$ cat config.mk
export PLATFORM = sky130hd
export DESIGN_NAME = gpio_regbank_v2
export DESIGN_NICKNAME = d
export VERILOG_FILES = /design/src/rtl/gpio_regbank_v2.sv
export SDC_FILE = /design/constraint.sdc
export NUM_CORES = 1
export LEC_CHECK = 0
export ABC_AREA = 1
export BUFFER_PORTS_ARGS = -buffer_cell sky130_fd_sc_hd__buf_2
export CAP_MARGIN = 25
export CORE_MARGIN = 2
export CORE_UTILIZATION = 45
export CTS_CLUSTER_DIAMETER = 50
export CTS_CLUSTER_SIZE = 10
export DETAILED_ROUTE_END_ITERATION = 10
export GPL_TIMING_DRIVEN = 1
export SLEW_MARGIN = 20
export SYNTH_ARGS = -nofsm -noshare
export SYNTH_HDL_FRONTEND = slang
export SYNTH_SLANG_ARGS = --single-unit
$ cat constraint.sdc
create_clock -name sysclk -period 29 [get_ports sysclk]
set_input_delay 5.8 -clock sysclk [delete_from_list [all_inputs] [get_ports sysclk]]
set_output_delay 5.8 -clock sysclk [all_outputs]
set_load 0.02 [all_outputs]
$ cat src/rtl/gpio_regbank_v2.sv
// GPIO register bank with synchronised and debounced inputs, per-pin edge interrupts,
// write-1-to-clear status, atomic OUT set/clear/toggle aliases and AUX output muxing.
module gpio_regbank_v2 #(
  parameter int GPIO_W      = 32,
  parameter int ADDR_W      = 8,
  parameter int SYNC_STAGES = 2,
  parameter int DEB_W       = 8
) (
  input  logic              sysclk,
  input  logic              sysrst,
  input  logic              gpio_we,
  input  logic [ADDR_W-1:0] gpio_addr,
  input  logic [31:0]       gpio_dat_i,
  output logic [31:0]       gpio_dat_o,
  output logic              gpio_inta_o,
  input  logic [GPIO_W-1:0] aux_i,
  input  logic [GPIO_W-1:0] in_pad_i,
  output logic [GPIO_W-1:0] out_pad_o,
  output logic [GPIO_W-1:0] oen_padoen_o
);

  localparam logic [ADDR_W-1:0] A_IN     = ADDR_W'(6'h00);
  localparam logic [ADDR_W-1:0] A_OUT    = ADDR_W'(6'h04);
  localparam logic [ADDR_W-1:0] A_OE     = ADDR_W'(6'h08);
  localparam logic [ADDR_W-1:0] A_INTE   = ADDR_W'(6'h0C);
  localparam logic [ADDR_W-1:0] A_PTRIG  = ADDR_W'(6'h10);
  localparam logic [ADDR_W-1:0] A_BOTH   = ADDR_W'(6'h14);
  localparam logic [ADDR_W-1:0] A_AUX    = ADDR_W'(6'h18);
  localparam logic [ADDR_W-1:0] A_CTRL   = ADDR_W'(6'h1C);
  localparam logic [ADDR_W-1:0] A_INTS   = ADDR_W'(6'h20);
  localparam logic [ADDR_W-1:0] A_SET    = ADDR_W'(6'h24);
  localparam logic [ADDR_W-1:0] A_CLR    = ADDR_W'(6'h28);
  localparam logic [ADDR_W-1:0] A_TGL    = ADDR_W'(6'h2C);
  localparam logic [ADDR_W-1:0] A_DEBEN  = ADDR_W'(6'h30);
  localparam logic [ADDR_W-1:0] A_DEBDIV = ADDR_W'(6'h34);

  localparam logic [GPIO_W-1:0] PINS_ZERO = {GPIO_W{1'b0}};
  localparam logic [DEB_W-1:0]  CNT_ZERO  = {DEB_W{1'b0}};
  localparam logic [DEB_W-1:0]  CNT_ONE   = DEB_W'(1'b1);

  logic [GPIO_W-1:0] sync_q [SYNC_STAGES];
  logic [GPIO_W-1:0] in_q;
  logic [GPIO_W-1:0] out_q, out_d;
  logic [GPIO_W-1:0] oe_q, oe_d;
  logic [GPIO_W-1:0] inte_q, inte_d;
  logic [GPIO_W-1:0] ptrig_q, ptrig_d;
  logic [GPIO_W-1:0] both_q, both_d;
  logic [GPIO_W-1:0] aux_q, aux_d;
  logic [GPIO_W-1:0] ints_q, ints_d;
  logic [GPIO_W-1:0] deben_q, deben_d;
  logic [GPIO_W-1:0] hist0_q, hist0_d;
  logic [GPIO_W-1:0] hist1_q, hist1_d;
  logic [GPIO_W-1:0] deb_q, deb_d;
  logic              ctrl_inte_q, ctrl_inte_d;
  logic              ctrl_ints_q, ctrl_ints_d;
  logic [DEB_W-1:0]  debdiv_q, debdiv_d;
  logic [DEB_W-1:0]  tick_cnt_q, tick_cnt_d;
  logic [31:0]       rdata_q, rdata_d;

  logic [GPIO_W-1:0] pad_sync, filt, wdat, w1c, evt, stable;
  logic              tick, debdiv_wr, ctrl_wr;

  // Filtered input selection and per-pin edge events (f vs. last sampled IN)
  always_comb begin
    pad_sync = sync_q[SYNC_STAGES-1];
    filt     = (deben_q & deb_q) | (~deben_q & pad_sync);
    evt      = (filt ^ in_q) & inte_q & (both_q | ~(ptrig_q ^ filt));
    wdat     = gpio_dat_i[GPIO_W-1:0];
  end

  // Shared debounce prescaler and 3-sample agreement filter
  always_comb begin
    tick   = (tick_cnt_q == debdiv_q);
    stable = ~(pad_sync ^ hist0_q) & ~(pad_sync ^ hist1_q);
    if (debdiv_wr) begin
      tick_cnt_d = CNT_ZERO;
    end else if (tick) begin
      tick_cnt_d = CNT_ZERO;
    end else begin
      tick_cnt_d = tick_cnt_q + CNT_ONE;
    end
    if (tick) begin
      hist0_d = pad_sync;
      hist1_d = hist0_q;
      deb_d   = (stable & pad_sync) | (~stable & deb_q);
    end else begin
      hist0_d = hist0_q;
      hist1_d = hist1_q;
      deb_d   = deb_q;
    end
  end

  // Register write decode, including the atomic OUT aliases
  always_comb begin
    out_d       = out_q;
    oe_d        = oe_q;
    inte_d      = inte_q;
    ptrig_d     = ptrig_q;
    both_d      = both_q;
    aux_d       = aux_q;
    deben_d     = deben_q;
    debdiv_d    = debdiv_q;
    ctrl_inte_d = ctrl_inte_q;
    w1c         = PINS_ZERO;
    debdiv_wr   = 1'b0;
    ctrl_wr     = 1'b0;
    if (gpio_we) begin
      case (gpio_addr)
        A_OUT:    out_d   = wdat;
        A_OE:     oe_d    = wdat;
        A_INTE:   inte_d  = wdat;
        A_PTRIG:  ptrig_d = wdat;
        A_BOTH:   both_d  = wdat;
        A_AUX:    aux_d   = wdat;
        A_CTRL: begin
          ctrl_inte_d = gpio_dat_i[0];
          ctrl_wr     = 1'b1;
        end
        A_INTS:   w1c     = wdat;
        A_SET:    out_d   = out_q | wdat;
        A_CLR:    out_d   = out_q & ~wdat;
        A_TGL:    out_d   = out_q ^ wdat;
        A_DEBEN:  deben_d = wdat;
        A_DEBDIV: begin
          debdiv_d  = gpio_dat_i[DEB_W-1:0];
          debdiv_wr = 1'b1;
        end
        default:  w1c     = PINS_ZERO;
      endcase
    end else begin
      w1c = PINS_ZERO;
    end
  end

  // Status update: a same-cycle event beats its W1C; the sticky flag follows the request
  always_comb begin
    if (ctrl_inte_q) begin
      ints_d = (ints_q & ~w1c) | evt;
    end else begin
      ints_d = ints_q & ~w1c;
    end
    if (gpio_inta_o) begin
      ctrl_ints_d = 1'b1;
    end else if (ctrl_wr) begin
      ctrl_ints_d = gpio_dat_i[1];
    end else begin
      ctrl_ints_d = ctrl_ints_q;
    end
  end

  // Read mux, sampled into gpio_dat_o on every edge
  always_comb begin
    case (gpio_addr)
      A_IN:     rdata_d = 32'(in_q);
      A_OUT:    rdata_d = 32'(out_q);
      A_OE:     rdata_d = 32'(oe_q);
      A_INTE:   rdata_d = 32'(inte_q);
      A_PTRIG:  rdata_d = 32'(ptrig_q);
      A_BOTH:   rdata_d = 32'(both_q);
      A_AUX:    rdata_d = 32'(aux_q);
      A_CTRL:   rdata_d = {30'd0, ctrl_ints_q, ctrl_inte_q};
      A_INTS:   rdata_d = 32'(ints_q);
      A_DEBEN:  rdata_d = 32'(deben_q);
      A_DEBDIV: rdata_d = 32'(debdiv_q);
      default:  rdata_d = 32'd0;
    endcase
  end

  // Input synchroniser chain
  always_ff @(posedge sysclk or posedge sysrst) begin
    if (sysrst) begin
      for (int i = 0; i < SYNC_STAGES; i++) begin
        sync_q[i] <= PINS_ZERO;
      end
    end else begin
      sync_q[0] <= in_pad_i;
      for (int i = 1; i < SYNC_STAGES; i++) begin
        sync_q[i] <= sync_q[i-1];
      end
    end
  end

  // Software-visible configuration registers
  always_ff @(posedge sysclk or posedge sysrst) begin
    if (sysrst) begin
      out_q       <= PINS_ZERO;
      oe_q        <= PINS_ZERO;
      inte_q      <= PINS_ZERO;
      ptrig_q     <= PINS_ZERO;
      both_q      <= PINS_ZERO;
      aux_q       <= PINS_ZERO;
      deben_q     <= PINS_ZERO;
      debdiv_q    <= CNT_ZERO;
      ctrl_inte_q <= 1'b0;
      ctrl_ints_q <= 1'b0;
    end else begin
      out_q       <= out_d;
      oe_q        <= oe_d;
      inte_q      <= inte_d;
      ptrig_q     <= ptrig_d;
      both_q      <= both_d;
      aux_q       <= aux_d;
      deben_q     <= deben_d;
      debdiv_q    <= debdiv_d;
      ctrl_inte_q <= ctrl_inte_d;
      ctrl_ints_q <= ctrl_ints_d;
    end
  end

  // Input sample, interrupt status and debounce state
  always_ff @(posedge sysclk or posedge sysrst) begin
    if (sysrst) begin
      in_q       <= PINS_ZERO;
      ints_q     <= PINS_ZERO;
      hist0_q    <= PINS_ZERO;
      hist1_q    <= PINS_ZERO;
      deb_q      <= PINS_ZERO;
      tick_cnt_q <= CNT_ZERO;
    end else begin
      in_q       <= filt;
      ints_q     <= ints_d;
      hist0_q    <= hist0_d;
      hist1_q    <= hist1_d;
      deb_q      <= deb_d;
      tick_cnt_q <= tick_cnt_d;
    end
  end

  // Registered read data
  always_ff @(posedge sysclk or posedge sysrst) begin
    if (sysrst) begin
      rdata_q <= 32'd0;
    end else begin
      rdata_q <= rdata_d;
    end
  end

  assign gpio_dat_o   = rdata_q;
  assign gpio_inta_o  = ctrl_inte_q & (|ints_q);
  assign out_pad_o    = (out_q & ~aux_q) | (aux_q & aux_i);
  assign oen_padoen_o = oe_q;

endmodule

* Yosys cells after proc, flatten, opt, wreduce, memory -nomap -nowiden
Cells that the tools add are included.
Operators by class: $add $sub $neg 1, equality and inequality tests 14, muxes and demuxes 13, bitwise operators 31, reductions and logical operators 13
Operator list (number):
- $and A32 B32 Y32 | 11
- $pmux W32 S11 | 1
- $not A32 Y32 | 8
- $or A32 B32 Y32 | 6
- $xor A32 B32 Y32 | 5
- $pmux W32 S4 | 1
- $mux W32 | 3
- $eq A8 B6 Y1 const B | 6
- $eq A8 B5 Y1 const B | 4
- $reduce_or A32 Y1 | 1
- $reduce_and A2 Y1 | 9
- $eq A8 B4 Y1 const B | 2
- $mux W8 | 2
- $add A8 B1 Y8 const B | 1
- $eq A8 B3 Y1 const B | 1
- $eq A8 B8 Y1 | 1
- $logic_not A8 Y1 | 1
- $mux W1 | 6
- $reduce_bool A4 Y1 | 1
- $reduce_bool A2 Y1 | 1
- $and A1 B1 Y1 | 1
Storage, ports and cells: register bits after elaboration 498, bits of input ports 107, output and inout port bits 97

* Depth between registers and ports, before layout
depth in word-level cells 9, mapped depth 10, depth with buffers taken out 9

* Least setup slack after synthesis
Ideal clock, no wire load.
path type input port to output port, from input aux_i[0], to output out_pad_o[0], arrival 6064 ps, required time 23200 ps, slack 17136 ps, stages on the path 2, path through nand2_1 > o21ai_0
Between the ends: cells in the longest elaborated chain, start to end 2
RTL lines:
- start, declared | RTL line 16 | input logic [GPIO_W-1:0] aux_i,
- $and A32 B32 Y32 | RTL line 240 | assign out_pad_o = (out_q & ~aux_q) | (aux_q & aux_i);
- $or A32 B32 Y32 | RTL line 240
- end, declared | RTL line 18 | output logic [GPIO_W-1:0] out_pad_o,
No other way between the ends.

* Final worst setup path
from input aux_i[27], to output out_pad_o[27]
Same word-level chain as after synthesis.

==> metrics <==
status finished, final reports clean; hold_buf cts 0; worst setup path startpoint aux_i[27]; top sig layer met4; Max Cap Viol 0; layout cells sized above 1 0.110; Core Region 53,700 um2; combinational share of power 0.198; Final HPWL DP 45,500 um; Synth cell types 27; fin crit period 12.00 ns; initial core utilization 0.453; Yosys top cell area share 0.512; Sw Share 0.326; Psw 0.635 mW; metal2 WL 30,600 um; Fin Setup TNS 0 ns; fmax 0.0834 GHz; worst hold path class flip-flop to flip-flop; number of global-route vias before repair 19,400; Cell Pwr Density 70.9 nW/um2; cell mode on critical path buf_2; pre-CTS WS 17.00 ns; P_int 1.31 mW; register area share after synthesis 0.512; All-Layer GR Usage 0.255; Worst setup SP type input port; Slew headroom 0.276; Critical Path End Type output port; Ys Warns 0; Worst-Margin Slew 1.08 ns; Multi-input gate area 10,400 um2; Crit. path cell count 4; Crit-path slowest cell buf_2; Port Buffers 203; Avg WL per Cell 18.7 um; hold depth 0; overall power 1.95 mW; Final Max Tran Viols 0; Max VDD drop 0.0000501 V; 1st-iter DRT viols 2,035; r2r setup slk 26.20 ns; most frequent cell after synthesis nand2_1; Seq pwr share 0.450; die width 237 um; most frequent cells after synthesis nand2_1, dfrtp_1, nand3_1; remaining antenna violation count 0; RSZ-0062 raised after global routing no; Setup CP Type input port to output port; utilization after layout 0.511; Worst-Skew Late Latency 0.63 ns; Most used DFF post-synth dfrtp_1; Synth area leader dfrtp_1; Final Instance Area 27,400 um2; CTS tree built; Area contributors post-synth dfrtp_1, nand2_1, nand3_1; final net count 3,309; cells after synthesis 2,995; GPL Wtd Cong 0.831; static leakage 13.6 nW; syn_nets 3,167; clock sinks 498; crit path cell chain buf_2, nand2_1, o21ai_0, buf_2; Residual DRC 0; Ant. Diodes 0; CTS-repair resized insts 0; final worst slack 17.00 ns; Crit path buffers/inverters 2; Avg Inst Size Synth 8.13 um2; largest stage delay on the critical path 0.17 ns; Rows 85; # fillers 5,096; initial antenna violation count 0; clk buf depth 3; largest net degree at the start of global routing 181; asr flop ratio synth 1.00; Final Hold Fails 0; final period utilization 0.414; vias per cell 5.42; Placed Area 25,600 um2; Die Ht 237 um; routed wire length 71,900 um; first-pass detailed-route iteration total 6; crit-path max FO 1; RR Startpoint debdiv_q[1]; Area growth syn-to-layout 12.7%; Largest delay share family, worst path buffers and inverters; Register-to-Register Path Depth 7; I/O pin count 204; final setup fails 0; Seq cells post-synth 498; FF+latch area 12,500 um2; H-tree levels 2; M1 WL 34,300 um; CP endpoint out_pad_o[27]; Crit path required time 23.20 ns; EDFF count, synth 0; critical path arrival 6.20 ns; vias 20,900; CTS clock-pin slew for the worst setup and hold paths 0.05 ns; TritonCTS Buffers 61; Root Driver clkbuf_16; Die ar. 56,000 um2; part of the power in the clock network 0.352; Post-CTS Setup Inserts 0; total gr overflow 0; synthesized cell area 24,300 um2; WL met3 5540 um; clk_skew 0.0163 ns; first-pass GRT wire length 112,000 um
registers in the layout, indices dropped and copies added (netlist names), named ones only:
name,count
out_q,32
ctrl_ints_q,1
ctrl_inte_q,1
debdiv_q,8
ptrig_q,32
both_q,32
deben_q,32
tick_cnt_q,8
oen_padoen_o,32
hist0_q,32
ints_q,32
in_q,32
pad_sync,32
sync_q,32
hist1_q,32
inte_q,32
aux_q,32
gpio_dat_o,32
routing by layer:
layer  vias up  track usage
li1       9973            -
met1      9999        0.394
met2       802        0.371
met3       119       0.0414
met4         0       0.0656
met5         -            0
area by class of cell:
cell class              instances  area share
repair buffers                223      0.0444
multi-input cells            2148       0.378
inverters                     205      0.0283
well taps                     696      0.0317
flip-flops and latches        498       0.454
clock inverters                15     0.00529
clock buffers                  69      0.0579
kinds of logic (layout without fill, tap and decap cells):
| group | after synthesis | in the layout | share of synthesized area |
|---|---|---|---|
| simple gates | 1588 | 1588 | 0.278 |
| xor+xnor | 76 | 76 | 0.0273 |
| compound gates | 419 | 419 | 0.0861 |
| fa+ha+maj | 65 | 65 | 0.0334 |
| buf+inv | 349 | 512 | 0.0628 |
| flops | 498 | 498 | 0.512 |
how the worst min path moves through the flow:
| stage | startpoint | to | slack (ns) |
|---|---|---|---|
| 2_1_floorplan | sync_q[32] | pad_sync[0] | 0.33 |
| 6_report | sync_q[36] | pad_sync[4] | 0.34 |
| 5_1_grt | sync_q[36] | pad_sync[4] | 0.35 |
| 3_5_place_dp | sync_q[46] | pad_sync[14] | 0.33 |
| 3_3_place_gp | sync_q[56] | pad_sync[24] | 0.33 |
| 4_1_cts | sync_q[36] | pad_sync[4] | 0.34 |
cells in the final DEF (no fill, tap or decap), types with 3 or more instances in the layout:
cell / synthesis / final
nand2_4: 5 / 5
ha_1: 65 / 65
nand4_1: 68 / 68
nand2_2: 7 / 10
o21ai_1: 141 / 141
clkinvlp_4: 0 / 6
nor2_1: 293 / 292
xnor2_1: 9 / 9
nor2_2: 4 / 4
xor2_1: 67 / 67
o21ai_0: 277 / 277
nand3_1: 336 / 336
clkinv_2: 0 / 5
nand2_1: 856 / 853
clkbuf_1: 33 / 6
inv_2: 5 / 5
buf_4: 12 / 17
clkbuf_16: 0 / 62
nand3_4: 3 / 3
dfrtp_1: 498 / 497
buf_2: 86 / 203
nor2_4: 12 / 13
inv_1: 199 / 198
per-stage QoR:
stage	hold WS, ns	instances
6_report	0.339	3854
5_1_grt	0.349	3854
4_1_cts	0.342	3852
3_5_place_dp	0.335	3768
3_3_place_gp	0.332	3768
2_1_floorplan	0.331	2995
power by group through the flow:
| stage | Sequential (mW) | Clock [mW] | Combinational (mW) |
|---|---|---|---|
| 3_3_place_gp | 0.880 | 0 | 0.370 |
| 5_1_grt | 0.889 | 0.731 | 0.443 |
| 6_report | 0.876 | 0.685 | 0.385 |
| 2_1_floorplan | 0.868 | 0 | 0.302 |
| 4_1_cts | 0.875 | 0.702 | 0.385 |
| 3_5_place_dp | 0.886 | 0 | 0.384 |
(Power assumes the default switching activity.)
